File: src/rtl/resource_ledger_pkg.sv
// Shared choice codes, cost table, FSM states and resource widths for the ledger.
// Latency: none (definitions only).
// Backpressure: not applicable.
package resource_ledger_pkg;

  localparam int CHOICE_W = 3;
  localparam int SHOT_W   = 3;
  localparam int ENERGY_W = 8;
  localparam int FLUID_W  = 4;
  localparam int TRACER_W = 6;

  localparam logic [CHOICE_W-1:0] CH_REFILL    = 3'd0;
  localparam logic [CHOICE_W-1:0] CH_SWINGLINE = 3'd1;
  localparam logic [CHOICE_W-1:0] CH_RICOCHET  = 3'd2;
  localparam logic [CHOICE_W-1:0] CH_GRENADE   = 3'd3;
  localparam logic [CHOICE_W-1:0] CH_TASER     = 3'd4;
  localparam logic [CHOICE_W-1:0] CH_RAPIDFIRE = 3'd5;
  localparam logic [CHOICE_W-1:0] CH_TRACER    = 3'd6;
  localparam logic [CHOICE_W-1:0] CH_ILLEGAL   = 3'd7;

  // Cost per shot: fluid / energy / tracers
  localparam logic [FLUID_W-1:0]  FC_SWINGLINE = 4'd1;
  localparam logic [ENERGY_W-1:0] EC_SWINGLINE = 8'd1;
  localparam logic [TRACER_W-1:0] TC_SWINGLINE = 6'd0;
  localparam logic [FLUID_W-1:0]  FC_RICOCHET  = 4'd1;
  localparam logic [ENERGY_W-1:0] EC_RICOCHET  = 8'd2;
  localparam logic [TRACER_W-1:0] TC_RICOCHET  = 6'd0;
  localparam logic [FLUID_W-1:0]  FC_GRENADE   = 4'd15;
  localparam logic [ENERGY_W-1:0] EC_GRENADE   = 8'd4;
  localparam logic [TRACER_W-1:0] TC_GRENADE   = 6'd0;
  localparam logic [FLUID_W-1:0]  FC_TASER     = 4'd1;
  localparam logic [ENERGY_W-1:0] EC_TASER     = 8'd16;
  localparam logic [TRACER_W-1:0] TC_TASER     = 6'd8;
  localparam logic [FLUID_W-1:0]  FC_RAPIDFIRE = 4'd1;
  localparam logic [ENERGY_W-1:0] EC_RAPIDFIRE = 8'd1;
  localparam logic [TRACER_W-1:0] TC_RAPIDFIRE = 6'd0;
  localparam logic [FLUID_W-1:0]  FC_TRACER    = 4'd1;
  localparam logic [ENERGY_W-1:0] EC_TRACER    = 8'd1;
  localparam logic [TRACER_W-1:0] TC_TRACER    = 6'd4;

  typedef enum logic [1:0] {
    ST_IDLE,
    ST_CHECK,
    ST_BURST,
    ST_RESP
  } state_t;

  // Choices that resolve as a single shot in CHECK
  function automatic logic fires_in_check(input logic [CHOICE_W-1:0] ch);
    return (ch != CH_REFILL) && (ch != CH_RAPIDFIRE) && (ch != CH_ILLEGAL);
  endfunction

endpackage

File: src/rtl/resource_ledger_web_cost_lut.sv
// Combinational choice -> per-shot fluid/energy/tracer cost lookup.
// Latency: zero cycles (pure combinational).
// Backpressure: none; output follows input.
module web_cost_lut
  import resource_ledger_pkg::*;
(
  input  logic [CHOICE_W-1:0] choice,
  output logic [FLUID_W-1:0]  fluid_cost,
  output logic [ENERGY_W-1:0] energy_cost,
  output logic [TRACER_W-1:0] tracer_cost
);

  // Refill and illegal choices cost nothing
  always_comb begin
    fluid_cost  = '0;
    energy_cost = '0;
    tracer_cost = '0;
    case (choice)
      CH_SWINGLINE: begin fluid_cost = FC_SWINGLINE; energy_cost = EC_SWINGLINE; tracer_cost = TC_SWINGLINE; end
      CH_RICOCHET:  begin fluid_cost = FC_RICOCHET;  energy_cost = EC_RICOCHET;  tracer_cost = TC_RICOCHET;  end
      CH_GRENADE:   begin fluid_cost = FC_GRENADE;   energy_cost = EC_GRENADE;   tracer_cost = TC_GRENADE;   end
      CH_TASER:     begin fluid_cost = FC_TASER;     energy_cost = EC_TASER;     tracer_cost = TC_TASER;     end
      CH_RAPIDFIRE: begin fluid_cost = FC_RAPIDFIRE; energy_cost = EC_RAPIDFIRE; tracer_cost = TC_RAPIDFIRE; end
      CH_TRACER:    begin fluid_cost = FC_TRACER;    energy_cost = EC_TRACER;    tracer_cost = TC_TRACER;    end
      default: ;
    endcase
  end

endmodule

File: src/rtl/resource_ledger.sv
// Resource ledger: accepts a weapon choice, debits fluid/energy/tracers, pulses fire per shot.
// Latency: response 2 cycles after accept (single shot/refill), 1 cycle after last burst cycle for rapid fire.
// Backpressure: cmd_ready only in IDLE; one command in flight at a time.
module resource_ledger
  import resource_ledger_pkg::*;
#(
  parameter int ENERGY_INIT     = 255,
  parameter int FLUID_MAX       = 15,
  parameter int TRACER_INIT     = 63,
  parameter int RECHARGE_PERIOD = 16,
  parameter int RF_BURST        = 4
) (
  input  logic                clk,
  input  logic                rst,
  input  logic                cmd_valid,
  output logic                cmd_ready,
  input  logic [CHOICE_W-1:0] cmd_choice,
  output logic                rsp_valid,
  output logic                rsp_ok,
  output logic [CHOICE_W-1:0] rsp_choice,
  output logic [SHOT_W-1:0]   rsp_shots,
  output logic                fire,
  output logic [ENERGY_W-1:0] energy,
  output logic [FLUID_W-1:0]  fluid,
  output logic [TRACER_W-1:0] tracers,
  output logic                busy
);

  localparam int RC_W = (RECHARGE_PERIOD > 1) ? $clog2(RECHARGE_PERIOD) : 1;
  localparam logic [ENERGY_W-1:0] E_INIT = ENERGY_W'(ENERGY_INIT);
  localparam logic [FLUID_W-1:0]  F_MAX  = FLUID_W'(FLUID_MAX);
  localparam logic [TRACER_W-1:0] T_INIT = TRACER_W'(TRACER_INIT);
  localparam logic [RC_W-1:0]     RC_TOP = RC_W'(RECHARGE_PERIOD - 1);
  localparam logic [SHOT_W-1:0]   LAST_SHOT = SHOT_W'(RF_BURST - 1);

  state_t              state, state_nxt;
  logic [CHOICE_W-1:0] choice_q;
  logic [SHOT_W-1:0]   shots_q;
  logic [RC_W-1:0]     rc_cnt;
  logic [FLUID_W-1:0]  fluid_cost;
  logic [ENERGY_W-1:0] energy_cost;
  logic [TRACER_W-1:0] tracer_cost;
  logic [ENERGY_W:0]   energy_sum;
  logic                tick, sufficient, shot, refill, accept;

  web_cost_lut u_cost (
    .choice      (choice_q),
    .fluid_cost  (fluid_cost),
    .energy_cost (energy_cost),
    .tracer_cost (tracer_cost)
  );

  // Checks use pre-recharge energy; the recharge is folded into the same update
  assign tick       = (rc_cnt == RC_TOP);
  assign sufficient = (fluid >= fluid_cost) && (energy >= energy_cost) && (tracers >= tracer_cost);
  assign cmd_ready  = (state == ST_IDLE) && !rst;
  assign accept     = cmd_valid && cmd_ready;
  assign busy       = (state != ST_IDLE);

  // Response fields are only non-zero while the RESP state presents them
  assign rsp_valid  = (state == ST_RESP);
  assign rsp_choice = rsp_valid ? choice_q : '0;
  assign rsp_shots  = rsp_valid ? shots_q : '0;
  assign rsp_ok     = rsp_valid && ((choice_q == CH_REFILL) || (shots_q != '0));

  // Next state plus the per-cycle shot / refill decisions
  always_comb begin
    state_nxt = state;
    shot      = 1'b0;
    refill    = 1'b0;
    case (state)
      ST_IDLE:  if (cmd_valid) state_nxt = ST_CHECK;
      ST_CHECK: begin
        if (choice_q == CH_RAPIDFIRE) begin
          state_nxt = ST_BURST;
        end else begin
          state_nxt = ST_RESP;
          refill    = (choice_q == CH_REFILL);
          shot      = fires_in_check(choice_q) && sufficient;
        end
      end
      ST_BURST: begin
        shot = sufficient;
        if (!sufficient || (shots_q == LAST_SHOT)) state_nxt = ST_RESP;
      end
      ST_RESP:  state_nxt = ST_IDLE;
      default:  state_nxt = ST_IDLE;
    endcase
  end

  // Energy after this cycle's deduction and recharge, before saturation
  always_comb begin
    energy_sum = {1'b0, energy} + {{ENERGY_W{1'b0}}, tick};
    if (shot) energy_sum = energy_sum - {1'b0, energy_cost};
  end

  // FSM state, latched choice and shot count for the response
  always_ff @(posedge clk or posedge rst) begin
    if (rst) begin
      state    <= ST_IDLE;
      choice_q <= '0;
      shots_q  <= '0;
    end else begin
      state <= state_nxt;
      if (accept) begin
        choice_q <= cmd_choice;
        shots_q  <= '0;
      end else if (shot) begin
        shots_q <= shots_q + SHOT_W'(1);
      end
    end
  end

  // Resource registers, recharge counter and the fire pulse
  always_ff @(posedge clk or posedge rst) begin
    if (rst) begin
      energy  <= E_INIT;
      fluid   <= F_MAX;
      tracers <= T_INIT;
      rc_cnt  <= '0;
      fire    <= 1'b0;
    end else begin
      rc_cnt <= tick ? '0 : rc_cnt + RC_W'(1);
      energy <= energy_sum[ENERGY_W] ? '1 : energy_sum[ENERGY_W-1:0];
      if (refill)    fluid <= F_MAX;
      else if (shot) fluid <= fluid - fluid_cost;
      if (shot) tracers <= tracers - tracer_cost;
      fire <= shot;
    end
  end

endmodule
File: config.mk
export PLATFORM = sky130hd
export DESIGN_NAME = resource_ledger
export DESIGN_NICKNAME = d
export VERILOG_FILES = /design/src/rtl/resource_ledger_pkg.sv /design/src/rtl/resource_ledger_web_cost_lut.sv /design/src/rtl/resource_ledger.sv
export SDC_FILE = /design/constraint.sdc
export NUM_CORES = 1
export LEC_CHECK = 0
export CAP_MARGIN = 40
export CELL_PAD_IN_SITES_DETAIL_PLACEMENT = 2
export CELL_PAD_IN_SITES_GLOBAL_PLACEMENT = 2
export CORE_AREA = 2 2 90 92
export CTS_CLUSTER_DIAMETER = 30
export DETAILED_ROUTE_END_ITERATION = 16
export DIE_AREA = 0 0 92 94
export DONT_BUFFER_PORTS = 1
export MAX_ROUTING_LAYER = met4
export PLACE_DENSITY = 0.78
export SETUP_SLACK_MARGIN = 0.15
export SLEW_MARGIN = 20
export SYNTH_ARGS = -nofsm -noshare
export SYNTH_HDL_FRONTEND = slang
export SYNTH_HIERARCHICAL = 1
export SYNTH_SLANG_ARGS = --single-unit
File: constraint.sdc
create_clock -name clk -period 4.5 [get_ports clk]
set_input_delay 0.45 -clock clk [delete_from_list [all_inputs] [get_ports clk]]
set_output_delay 0.45 -clock clk [all_outputs]
set_load 0.03 [all_outputs]
Yosys cells after proc, flatten, opt, wreduce, memory -nomap -nowiden:

Index checks and enable logic that the tools add are counted.

* register bits: 31
* word-level logic and storage cells: 74
* input bits: 6
* output and inout port bits: 29

* magnitude comparators: 3
* equal/unequal tests: 15
* reduce and logical (&&, ||, !) cells: 22
* $add $sub $neg: 6
* multiplexer cells: 20

Operators by type and width (number)
* 5-bit one-hot mux with 4 select lines: 1
* 4-bit one-hot mux with 2 select lines: 2
* 3-bit two-way mux: 4
* 4-bit two-way mux: 3
* 8-bit by 1-bit adder with 9-bit output: 1
* 3-bit by 2-bit equality test with 1-bit output, second input constant: 3
* 3-bit equality test, second input constant: 3
* 9-bit two-way mux: 1
* 9-bit by 8-bit subtractor with 9-bit output: 1
* 8-bit >= comparator: 1
* 1-bit logical AND: 8
* 8-bit two-way mux: 1
* 2-bit one-hot mux with 4 select lines: 1
* 6-bit >= comparator: 1
* 3-bit inequality test, second input constant: 2
* 2-bit nonzero test: 3
* 3-bit nonzero test: 2
* 6-bit subtractor: 1
* 5-bit OR reduction: 1
* 4-bit by 1-bit adder with 4-bit output, second input constant: 1
* 2-bit equality test, second input constant: 2
* 4-bit equality test, second input constant: 1
* 4-bit >= comparator: 1
* 1-bit two-way mux: 4
* 13 further kinds: 17

Logic depth before layout (Yosys ltp):

* word-level depth: 11
* gate-level depth with buffers: 15
* mapped depth without buffers: 14

Hierarchy:

Netlist, hierarchy kept.

By module, submodules not included
* resource_ledger: cells each 259, instances 1, seq. area each 798.3 µm², area an instance 2457.4 µm²
* web_cost_lut: cells each 24, instances 1, seq. area each 0.0 µm², area an instance 156.4 µm²

Least setup slack after synthesis:

Ideal clock, no wire load.

* path kind: reg2reg
* start point: register rc_cnt[0]
* end point: register energy[0]
* required time: 4404 ps
* stages on the path, launching flop included: 15
* arrival: 3066 ps
* path slack: 1338 ps
* period minus slack after synthesis: 3162 ps
* cells stage by stage: dfrtp_1 > ha_1 > and3_1 > ha_1 > inv_1 > ha_1 > inv_1 > fa_1 > a21o_1 > a21oi_2 > o21bai_1 > o311a_1 > nor4_2 > xor2_1 > nand2_1

* cells in the longest elaborated chain, start to end: 5

Ends and longest elaborated chain
* start: declaration: RTL line resource_ledger.sv:39 `logic [RC_W-1:0] rc_cnt;`
* start signal: assignment: RTL line resource_ledger.sv:123 `rc_cnt <= tick ? '0 : rc_cnt + RC_W'(1);`
* 4-bit equality test (*): RTL line resource_ledger.sv:54 `assign tick = (rc_cnt == RC_TOP);`
* 8-bit by 1-bit adder with 9-bit output (*): RTL line resource_ledger.sv:93 `energy_sum = {1'b0, energy} + {{ENERGY_W{1'b0}}, tick};`
* 9-bit by 8-bit subtractor with 9-bit output: RTL line resource_ledger.sv:94 `if (shot) energy_sum = energy_sum - {1'b0, energy_cost};`
* 9-bit two-way mux (*): RTL line resource_ledger.sv:94
* 8-bit two-way mux (*): RTL line resource_ledger.sv:124 `energy <= energy_sum[ENERGY_W] ? '1 : energy_sum[ENERGY_W-1:0];`
* end signal: assignment: RTL line resource_ledger.sv:124
* end: declaration: RTL line resource_ledger.sv:23 `output logic [ENERGY_W-1:0] energy,`

Every way passes the cells marked *; elsewhere a longest branch is shown, timed or not.
A chain may end at the register's enable or synchronous reset.

Final worst setup path:

* start point: register rc_cnt[0]
* end point: register energy[2]

Same word-level chain as after synthesis.

==> key figures <==
Status
  • Outcome: finished clean

Routing
  • Routed Antenna Nets: 0
  • Drt via density: 5.05
  • DR iter-0 viols: 44
  • Detailed Routing Iterations Pass 1: 4
  • Routed vias: 1951
  • Mean routed wirelength per cell: 16.8 µm
  • Detailed Route WL: 6480 µm
  • Post-detailed-route DRC marker count: 0

Finish
  • Layout cells sized above 1: 0.130
  • Area delta synth->final: 4.88%
  • Register area: 798 µm²
  • Nets@finish: 329
  • Post-route design area: 2740 µm²
  • Fill count: 874
  • Fin util: 0.360
  • Area of the multi-input gates: 1590 µm²
  • Diodes inserted: 0

Synthesis
  • Post-synthesis cell area: 2610 µm²
  • Register area share after synthesis: 0.305
  • Top-area cell type share of the netlist area: 0.181
  • Asr flop ratio synth: 1.00
  • Synth area leaders: dfstp_2, ha_1, dfrtp_1
  • Yosys warns: 6
  • Post-Syn Area per Cell: 9.24 µm²
  • Number of enable flip-flop cells after synthesis: 0
  • Cells after Synth: 283
  • Leading area contributor after synthesis: dfstp_2
  • Yosys reg bits: 31
  • Top FF cell, synth: dfstp_2
  • Cell variety after synth: 47

Critical path
  • Crit path cell chain: ha_1 > and3_1 > ha_1 > inv_1 > ha_1 > inv_1 > fa_1 > a21o_1 > a21oi_2 > o21bai_1 > o311a_1 > nor4_2 > xor2_1 > nand2_1
  • Crit path DAT: 3.85 ns
  • Slowest Stage Delay on Critical Path: 0.54 ns
  • Crit end category: flop
  • Critical-path maximum fanout: 8
  • Crit start category: flop
  • Worst path required time: 4.68 ns
  • WP depth: 14
  • WS Path Type: flop to flop
  • Family with the most delay on the worst path: adder cells
  • CP max-delay cell: xor2_1
  • Worst Reg2Reg Path Length in Cells: 14
  • Most frequent CP cell: ha_1
  • Worst path bufs/invs: 2

Die
  • Initial Utilization: 0.344
  • Core footprint: 7610 µm²
  • # IOs: 35
  • Rows: 32
  • Die H: 94 µm
  • Die footprint: 8650 µm²
  • Die W: 92 µm

Timing
  • Peak Freq: 0.273 GHz
  • Worst-margin pin slew: 0.735 ns
  • Final setup violation count: 0
  • Slew headroom: 0.508
  • Setup TNS: 0 ns
  • Slew Viols, Final: 0
  • Tcrit/Tclk final: 0.814
  • RSZ-0062 raised after global routing: false
  • Min cycle time layout: 3.66 ns
  • Clock Skew: 0.00520 ns
  • Endpoints failing hold: 0

Power and ir drop
  • Internal power: 1.08 mW
  • Switching Power: 1.13 mW
  • Max VDD drop: 0.209 mV
  • Switch share: 0.510
  • Power Density: 806 nW/µm²
  • Clock network fraction of total power: 0.100
  • LEAKAGE: 1.22 nW
  • Comb pwr share: 0.552
  • Part of the power in registers: 0.348

Global routing
  • Number of global-route vias before repair: 2194
  • Antenna violations before repair: 0
  • Global-route wire length before repair: 11300 µm
  • Gr usage total: 0.171
  • Largest net degree at the start of global routing: 32
  • Remaining Overflow, GRT: 0

Clock tree
  • Clock Sink Count: 31
  • CTS HTree Levels: 2
  • Root Buffer: clkbuf_8
  • Post-CTS Resized: 0
  • Reg clk slew, reported paths: 0.07 ns
  • TritonCTS clock tree: built
  • TritonCTS Buffers: 5
  • Worst skew pair latency: 0.28 ns
  • Hold buffers post-CTS: 0
  • Setup Fix Bufs, Post-CTS: 0
  • Max Buffers Root-to-Sink: 2

Place
  • Port bufs: 0
  • DP Area: 2660 µm²
  • Final Wtd Congestion: 0.784
  • DPL Wire Length: 5200 µm

Job
  • MaxCap Viol Count: 0

Hold path
  • Min-delay worst type: primary input to async pin
-- path summary, 6_finish.rpt --
path	startpoint	endpoint	slack, ns
worst max-delay path	rc_cnt[0]	energy[2]	0.84
worst max register to register	rc_cnt[0]	energy[2]	0.84
min in group clk	cmd_choice[2]	choice_q[2]	0.31
worst min register to register	rc_cnt[0]	rc_cnt[0]	0.49
worst min-delay path	rst	state[0]	0.17
max in group asynchronous	rst	energy[2]	4.00
-- area by class of cell --
class,instances,area share
Multi-Input combinational cell,209,0.581
Sequential cell,31,0.291
Inverter,34,0.0466
Tap cell,102,0.0466
Clock buffer,7,0.0278
Timing Repair Buffer,2,0.00548
Clock inverter,1,0.00183
-- sequential cells by signal, indices dropped and copies added, names as in the netlist --
| register | count |
|---|---|
| choice_q | 3 |
| energy | 8 |
| rc_cnt | 4 |
| fluid | 4 |
| shots_q | 3 |
| fire | 1 |
| state | 2 |
| tracers | 6 |
-- logic make-up (layout without fill, tap and decap cells) --
kind of cell / count (synthesis) / after routing / share of synthesized area
AO/OA/AOI/OAI: 47 / 47 / 0.120
adder cells (fa/ha/maj): 40 / 40 / 0.200
multiplexers: 15 / 15 / 0.0641
XOR/XNOR: 21 / 21 / 0.0704
AND/OR/NAND/NOR: 78 / 78 / 0.143
other: 1 / 8 / 0.00143
flip-flops: 31 / 31 / 0.305
buffers and inverters: 50 / 44 / 0.0957
-- cells in the final DEF, fill, tap and decap left out, drive strengths merged, types with 2 or more instances in the layout --
cell / count
dfrtp: 13
xor2: 8
o2111ai: 2
o21ai: 14
nand2b: 4
a21oi: 9
o21bai: 2
mux2: 8
fa: 3
ha: 37
a31oi: 3
nand3: 8
nand2: 30
clkbuf: 7
nor3: 3
and2: 4
and3: 4
mux2i: 7
conb: 8
a21o: 6
xnor2: 13
nor3b: 3
dfstp: 18
nor2: 16
buf: 2
inv: 34
-- layer usage --
metal / vias up / global-route usage / share of wire
li1: 938 / - / -
met1: 987 / 0.204 / 0.44
met2: 20 / 0.300 / 0.51
met3: 6 / 0.0321 / 0.031
met4: 0 / 0.0460 / 0.011
met5: - / - / 0
-- power groups by stage --
stage          clock (mW)  sequential, mW  combinational, mW
2_1_floorplan           0           0.707               1.01
3_3_place_gp            0           0.770               1.16
3_5_place_dp            0           0.782               1.23
4_1_cts             0.229           0.778               1.24
5_1_grt             0.241           0.800               1.40
6_report            0.221           0.770               1.22
-- per-stage QoR --
step / total power, mW / setup slack, ns / cells / hold WS (ns)
6_report: 2.21 / 0.836 / 386 / 0.165
5_1_grt: 2.44 / 0.489 / 386 / 0.217
4_1_cts: 2.25 / 0.830 / 386 / 0.181
3_5_place_dp: 2.01 / 0.856 / 378 / 0.483
3_3_place_gp: 1.93 / 0.922 / 378 / 0.472
2_1_floorplan: 1.72 / 1.34 / 290 / 0.443
-- synth_stat cells (all sizes together) (4+ instances only) --
master  instances
nand2b          4
nand2          30
and2            4
nand3           8
mux2i           7
and3            4
xnor2          13
o21ai          14
ha             37
inv            34
dfstp          18
buf            15
mux2            8
nor2           16
dfrtp          13
xor2            8
a21oi           9
a21o            6
Power figures use the tool's default switching activity.
